## config.mk

```make
export PLATFORM = sky130hd
export DESIGN_NAME = forward_hazard_unit
export DESIGN_NICKNAME = d
export VERILOG_FILES = /design/src/rtl/mips_pipe_pkg.sv /design/src/rtl/hazard_stage_reg.sv /design/src/rtl/forward_hazard_unit.sv
export SDC_FILE = /design/constraint.sdc
export NUM_CORES = 1
export LEC_CHECK = 0
export ABC_CLOCK_PERIOD_IN_PS = 2300
export CORE_MARGIN = 5
export CORE_UTILIZATION = 44
export DETAILED_ROUTE_END_ITERATION = 8
export GPL_ROUTABILITY_DRIVEN = 0
export HOLD_SLACK_MARGIN = 0.12
export PLACE_DENSITY = 0.78
export SLEW_MARGIN = 25
export SYNTH_ARGS = -nofsm -noshare
export SYNTH_HDL_FRONTEND = slang
export SYNTH_SLANG_ARGS = --single-unit
```

## constraint.sdc

```tcl
create_clock -name clk -period 2.3 [get_ports clk]
set_input_delay 0.23 -clock clk [delete_from_list [all_inputs] [get_ports clk]]
set_output_delay 0.23 -clock clk [all_outputs]
set_load 0.005 [all_outputs]
```

## src/rtl/mips_pipe_pkg.sv

```systemverilog
// Shared types and constants for the MIPS pipeline hazard/forwarding control.
// Encodings here are fixed by the EX-stage operand muxes.
package mips_pipe_pkg;

    localparam logic [1:0] FWD_REGFILE = 2'b00;
    localparam logic [1:0] FWD_EXMEM   = 2'b10;
    localparam logic [1:0] FWD_MEMWB   = 2'b01;
    localparam logic [4:0] REG_ZERO    = 5'd0;

    typedef struct packed {
        logic       valid;
        logic [4:0] dest;
        logic       reg_write;
        logic       mem_read;
    } hazard_stage_t;

    // A stage whose result will actually land in a non-zero register.
    function automatic logic live_write(input hazard_stage_t s);
        return s.valid & s.reg_write & (s.dest != REG_ZERO);
    endfunction

endpackage

```

## src/rtl/hazard_stage_reg.sv

```systemverilog
// One pipeline-stage tracking register with freeze (hold) and bubble-load controls.
import mips_pipe_pkg::*;

module hazard_stage_reg (
    input  logic          clk,
    input  logic          reset,
    input  logic          hold,
    input  logic          load_bubble,
    input  hazard_stage_t d,
    output hazard_stage_t q
);

    hazard_stage_t stage_r;

    // Stage register: freeze wins over bubble, bubble wins over normal advance.
    always_ff @(posedge clk) begin
        if (reset) begin
            stage_r <= '0;
        end else if (hold) begin
            stage_r <= stage_r;
        end else if (load_bubble) begin
            stage_r <= '0;
        end else begin
            stage_r <= d;
        end
    end

    assign q = stage_r;

endmodule

```

## src/rtl/forward_hazard_unit.sv

```systemverilog
// Hazard/forwarding controller for the 5-stage pipeline.
// FORWARDING_EN selects full forwarding with load-use stalls; otherwise stall-only interlock.
import mips_pipe_pkg::*;

module forward_hazard_unit (
    input  logic       clk,
    input  logic       reset,
    input  logic       hold,
    input  logic       id_valid,
    input  logic [4:0] id_rs,
    input  logic [4:0] id_rt,
    input  logic       id_uses_rt,
    input  logic [4:0] id_dest,
    input  logic       id_reg_write,
    input  logic       id_mem_read,
    output logic [1:0] fwd_a_sel,
    output logic [1:0] fwd_b_sel,
    output logic       stall,
    output logic       bubble
);

    hazard_stage_t id_s;
    hazard_stage_t ex_q;
    hazard_stage_t mem_q;
    hazard_stage_t wb_q;
    logic          stall_s;
    logic [1:0]    fwd_a_s;
    logic [1:0]    fwd_b_s;
    logic          unused_s;

    // ID-stage fields are zeroed when the slot holds no real instruction.
    always_comb begin
        id_s = '0;
        if (id_valid) begin
            id_s.valid     = 1'b1;
            id_s.dest      = id_dest;
            id_s.reg_write = id_reg_write;
            id_s.mem_read  = id_mem_read;
        end else begin
            id_s = '0;
        end
    end

    hazard_stage_reg u_idex (
        .clk(clk), .reset(reset), .hold(hold), .load_bubble(stall_s), .d(id_s), .q(ex_q)
    );

    hazard_stage_reg u_exmem (
        .clk(clk), .reset(reset), .hold(hold), .load_bubble(1'b0), .d(ex_q), .q(mem_q)
    );

    hazard_stage_reg u_memwb (
        .clk(clk), .reset(reset), .hold(hold), .load_bubble(1'b0), .d(mem_q), .q(wb_q)
    );

`ifdef FORWARDING_EN
    logic [4:0] ex_rs_r;
    logic [4:0] ex_rt_r;
    logic       ex_uses_rt_r;

    // EX-stage source registers, advanced and bubbled alongside ID/EX.
    always_ff @(posedge clk) begin
        if (reset) begin
            ex_rs_r      <= 5'd0;
            ex_rt_r      <= 5'd0;
            ex_uses_rt_r <= 1'b0;
        end else if (hold) begin
            ex_rs_r      <= ex_rs_r;
            ex_rt_r      <= ex_rt_r;
            ex_uses_rt_r <= ex_uses_rt_r;
        end else if (stall_s || !id_valid) begin
            ex_rs_r      <= 5'd0;
            ex_rt_r      <= 5'd0;
            ex_uses_rt_r <= 1'b0;
        end else begin
            ex_rs_r      <= id_rs;
            ex_rt_r      <= id_rt;
            ex_uses_rt_r <= id_uses_rt;
        end
    end

    // Only a load in EX cannot be forwarded in time for the next instruction.
    always_comb begin
        stall_s = 1'b0;
        if (id_valid && live_write(ex_q) && ex_q.mem_read &&
            ((ex_q.dest == id_rs) || (id_uses_rt && (ex_q.dest == id_rt)))) begin
            stall_s = 1'b1;
        end else begin
            stall_s = 1'b0;
        end
    end

    // EX/MEM is checked first: it carries the youngest value of the register.
    always_comb begin
        fwd_a_s = FWD_REGFILE;
        fwd_b_s = FWD_REGFILE;
        if (live_write(mem_q) && (mem_q.dest == ex_rs_r)) begin
            fwd_a_s = FWD_EXMEM;
        end else if (live_write(wb_q) && (wb_q.dest == ex_rs_r)) begin
            fwd_a_s = FWD_MEMWB;
        end else begin
            fwd_a_s = FWD_REGFILE;
        end
        if (!ex_uses_rt_r) begin
            fwd_b_s = FWD_REGFILE;
        end else if (live_write(mem_q) && (mem_q.dest == ex_rt_r)) begin
            fwd_b_s = FWD_EXMEM;
        end else if (live_write(wb_q) && (wb_q.dest == ex_rt_r)) begin
            fwd_b_s = FWD_MEMWB;
        end else begin
            fwd_b_s = FWD_REGFILE;
        end
    end
`else
    // Without forwarding, any producer still in EX or MEM blocks the reader;
    // MEM/WB is covered by the register file writing before it is read.
    always_comb begin
        stall_s = 1'b0;
        if (id_valid &&
            ((live_write(ex_q) &&
              ((ex_q.dest == id_rs) || (id_uses_rt && (ex_q.dest == id_rt)))) ||
             (live_write(mem_q) &&
              ((mem_q.dest == id_rs) || (id_uses_rt && (mem_q.dest == id_rt)))))) begin
            stall_s = 1'b1;
        end else begin
            stall_s = 1'b0;
        end
    end

    assign fwd_a_s = FWD_REGFILE;
    assign fwd_b_s = FWD_REGFILE;
`endif

    assign unused_s  = ^{ex_q.mem_read, mem_q.mem_read, wb_q};

    assign fwd_a_sel = fwd_a_s;
    assign fwd_b_sel = fwd_b_s;
    assign stall     = stall_s;
    assign bubble    = stall_s;

endmodule

```

==> results by stage <==
Global route:
- The number of global-route vias before repair came to 758.
- The number of antenna violations at the first check in global routing is 0.
- For this run, the total global-route usage over all layers was measured as 0.1539.
- Entering global routing, the biggest net connects 10 pins.
- After global routing the overflow that remains totals 0.
- The first global-routing pass estimated 3.056 mm of wire.

Drt:
- The final routed DRC violation total is 0.
- Across all layers, the routed design uses 669 vias.
- Before antenna repair, the detailed router went through 3 iterations.
- The average wire per cell in the routed design is 13.05 um.
- For this block, the initial DRC count from the detailed router was 7.
- The number of vias per cell after detailed routing is 4.779.
- The post-detailed-routing wire length is 1.827 mm.
- The residual antenna-violating net count after detailed routing is 0.

Synth:
- The mapped netlist covers 820.8 um^2.
- The sequential cell area fraction in the yosys report is 0.3415.
- The number of standard cells after synthesis is 93.
- Synthesis instantiated 20 different standard cells from the library.
- In this run, synthesis produced a sequential element count of 14.
- The average instance in the mapped netlist occupies 8.826 um^2.
- For this run, the number of Yosys warnings is 0.

Min path:
- The type of the most critical hold path is in2reg.

STA:
- The peak clock frequency supported by timing is 462.7 MHz.
- Setup repair after global routing left no endpoint under its margin.
- The share of the clock period used by the worst path after layout is 0.9396.
- Clock skew on the completed layout was measured at 0.0007015 ns.
- The final critical path time including I/O delays and setup is 2.161 ns.
- The final sum of negative setup slack is 0 ns.
- The number of endpoints with negative hold slack in the final report came to 0.
- The final max-slew violation count came to 0.
- The final hold slack is 0.4878 ns.
- Setup violations remaining at the end of the flow were counted as 0.

Pwr:
- The total power consumption of the routed design is 483.2 uW.
- The power spent charging and discharging nets is 120.5 uW.
- The internal power is 362.7 uW.
- The combinational share of power is 0.187.
- In this run the static leakage power is 0.5058 nW.
- Power spread over the standard cell area amounts to 449.1 nW/um^2.
- Of the total power, the clock network draws 0.274.
- Across the VDD grid, the largest voltage drop is 0.2465 mV.
- The power share of the sequential group is 0.539.
- The switching part of the total is 0.2494.

Setup path:
- The worst setup path startpoint is u_idex.q[4].
- The element type at the critical path start is a flop.
- The capturing element of the worst setup path is bubble.
- In this run the critical register-to-register path is captured at u_idex.q[6].
- The critical path is of the reg2out type.
- The depth of the worst register-to-register path is 5.
- The type of element capturing the critical path is an output pin.
- The reg2reg setup slack is 0.60 ns.
- Of all nets on the critical path, the largest fanout is 5.
- The startpoint of the most critical register-to-register path is u_idex.q[4].
- The arrival time reported for the critical path endpoint is 1.93 ns.
- The required time at the endpoint of the critical path is 2.07 ns.

Status:
- The run finished with clean final reports.

Floorplanning:
- The region available for standard cell placement spans 1745 um^2.
- Measured along the y axis, the die boundary spans 53.19 um.
- The row count is 15.
- The area of the die is 2829 um^2.
- For this configuration, the core starts out at a cell density of 0.4703.
- Pin placement for this block handled 28 I/O pins.
- The die span in x is 53.19 um.

Clock network:
- The number of clock sinks is 14.
- The number of buffers created by CTS is 3.
- TritonCTS built the clock tree.
- In this run the post-CTS setup repair buffer count came out at 0.
- The post-CTS clock slew at the launch and capture registers of the worst setup and hold paths is 0.07 ns.
- The number of hold buffers added after CTS was 0.
- The clock insertion delay at the later pin of the skew report is 0.28 ns.
- The buffer cell driving the clock tree root is sky130_fd_sc_hd__clkbuf_4.
- Gates resized during post-CTS repair numbered 9.
- Counting along the longest clock path gives a buffer depth of 2.
- CTS built an H-tree with a depth of 1.

Cells and area:
- The final layout contains 139 nets.
- The antenna diode count is 0.
- Leaving out fill and tap cells, the most frequent cells in the layout are sky130_fd_sc_hd__xor2_1, sky130_fd_sc_hd__clkdlybuf4s50_1, sky130_fd_sc_hd__dfxtp_1, sky130_fd_sc_hd__nor2_1, sky130_fd_sc_hd__nand2_1.
- The proportion of layout cells with a drive suffix above 1 is 0.09565.
- The area growth from synthesis to layout is 31.10%.
- The post-route cell area is 1076 um^2.

Placement:
- The post-placement cell area is 1046 um^2.
- The number of port buffers is 22.

Flow run:
- Max-cap violations in this run came to 0.
-- worst min path at each step --
stage,end,cells after the start,startpoint
after detailed placement,u_idex.q[1],2,u_idex.q[1]
after floorplan,u_idex.q[2],2,id_dest[0]
final,u_idex.q[3],3,id_dest[1]
after global placement,u_idex.q[7],2,u_idex.q[7]
after global routing,u_idex.q[2],3,id_dest[0]
after CTS,u_idex.q[2],3,id_dest[0]
-- registers in the layout, summed over array words and instances, names as in the netlist --
register,count
u_exmem.q,7
u_idex.q,7
-- power by group through the flow --
stage | Sequential [mW] | Clock (mW) | Combinational, mW
2_1_floorplan | 0.264 | 0 | 0.0494
3_3_place_gp | 0.266 | 0 | 0.0878
3_5_place_dp | 0.267 | 0 | 0.0897
4_1_cts | 0.260 | 0.139 | 0.0904
5_1_grt | 0.262 | 0.151 | 0.0990
6_report | 0.260 | 0.133 | 0.0902
-- through the flow --
stage	util	std cells	setup slack, ns
6_report	0.6165	140	0.1390
5_1_grt	0.6165	140	0.07230
4_1_cts	0.6165	140	0.1242
3_5_place_dp	0.5993	137	-0.1930
3_3_place_gp	0.5993	137	-0.1166
2_1_floorplan	-	96	0.5689
-- worst max-delay path: stages (launching register included) --
cell                            delay (ns)
sky130_fd_sc_hd__dfxtp_1              0.38
sky130_fd_sc_hd__or4_1                0.54
sky130_fd_sc_hd__o211ai_2             0.17
sky130_fd_sc_hd__o22ai_2              0.12
sky130_fd_sc_hd__and2_4               0.18
sky130_fd_sc_hd__dlygate4sd2_1        0.26
-- layer usage --
layer,vias to the layer above,wire length (um),track usage
met5,-,0,0
li1,352,-,-
met3,5,126,0.03380
met2,26,827,0.2707
met1,286,826,0.1621
met4,0,46,0.1021
-- cells by family (layout without fill, tap and decap cells) --
group / count (synthesis) / in the layout / synth area share
buf+inv: 13 / 32 / 0.08232
other cells: 1 / 4 / 0.004569
xor+xnor: 20 / 20 / 0.2134
flops: 14 / 14 / 0.3415
compound gates: 12 / 12 / 0.1280
mux: 7 / 7 / 0.08537
simple gates: 26 / 26 / 0.1448
-- cell type report --
| type | instances | area (um^2) |
|---|---|---|
| Timing Repair Buffer | 23 | 222.7 |
| Sequential cell | 14 | 285.3 |
| Tap cell | 25 | 31.28 |
| Inverter | 6 | 22.52 |
| Multi-Input combinational cell | 69 | 491.7 |
| Fill cell | 161 | 669.4 |
| Clock buffer | 3 | 22.52 |
-- cell usage after synthesis --
cell type | count | area [um^2]
sky130_fd_sc_hd__clkbuf_1 | 2 | 7.510
sky130_fd_sc_hd__o31ai_1 | 6 | 45.04
sky130_fd_sc_hd__o21ai_0 | 1 | 5.000
sky130_fd_sc_hd__conb_1 | 1 | 3.750
sky130_fd_sc_hd__nor2b_1 | 1 | 6.260
sky130_fd_sc_hd__xor2_1 | 18 | 157.7
sky130_fd_sc_hd__mux2i_1 | 7 | 70.07
sky130_fd_sc_hd__nor4_1 | 2 | 12.51
sky130_fd_sc_hd__inv_1 | 6 | 22.52
sky130_fd_sc_hd__a32oi_1 | 2 | 17.52
sky130_fd_sc_hd__nand2_1 | 8 | 30.03
sky130_fd_sc_hd__o211ai_2 | 2 | 25.02
sky130_fd_sc_hd__o22ai_2 | 1 | 12.51
sky130_fd_sc_hd__or4_1 | 2 | 15.01
sky130_fd_sc_hd__dfxtp_1 | 14 | 280.3
sky130_fd_sc_hd__xnor2_1 | 2 | 17.52
sky130_fd_sc_hd__nor3_1 | 2 | 10.01
sky130_fd_sc_hd__buf_4 | 5 | 37.54
sky130_fd_sc_hd__nor2_1 | 10 | 37.54
sky130_fd_sc_hd__and2_2 | 1 | 7.510
No activity file was read; power rests on OpenSTA's default activity.
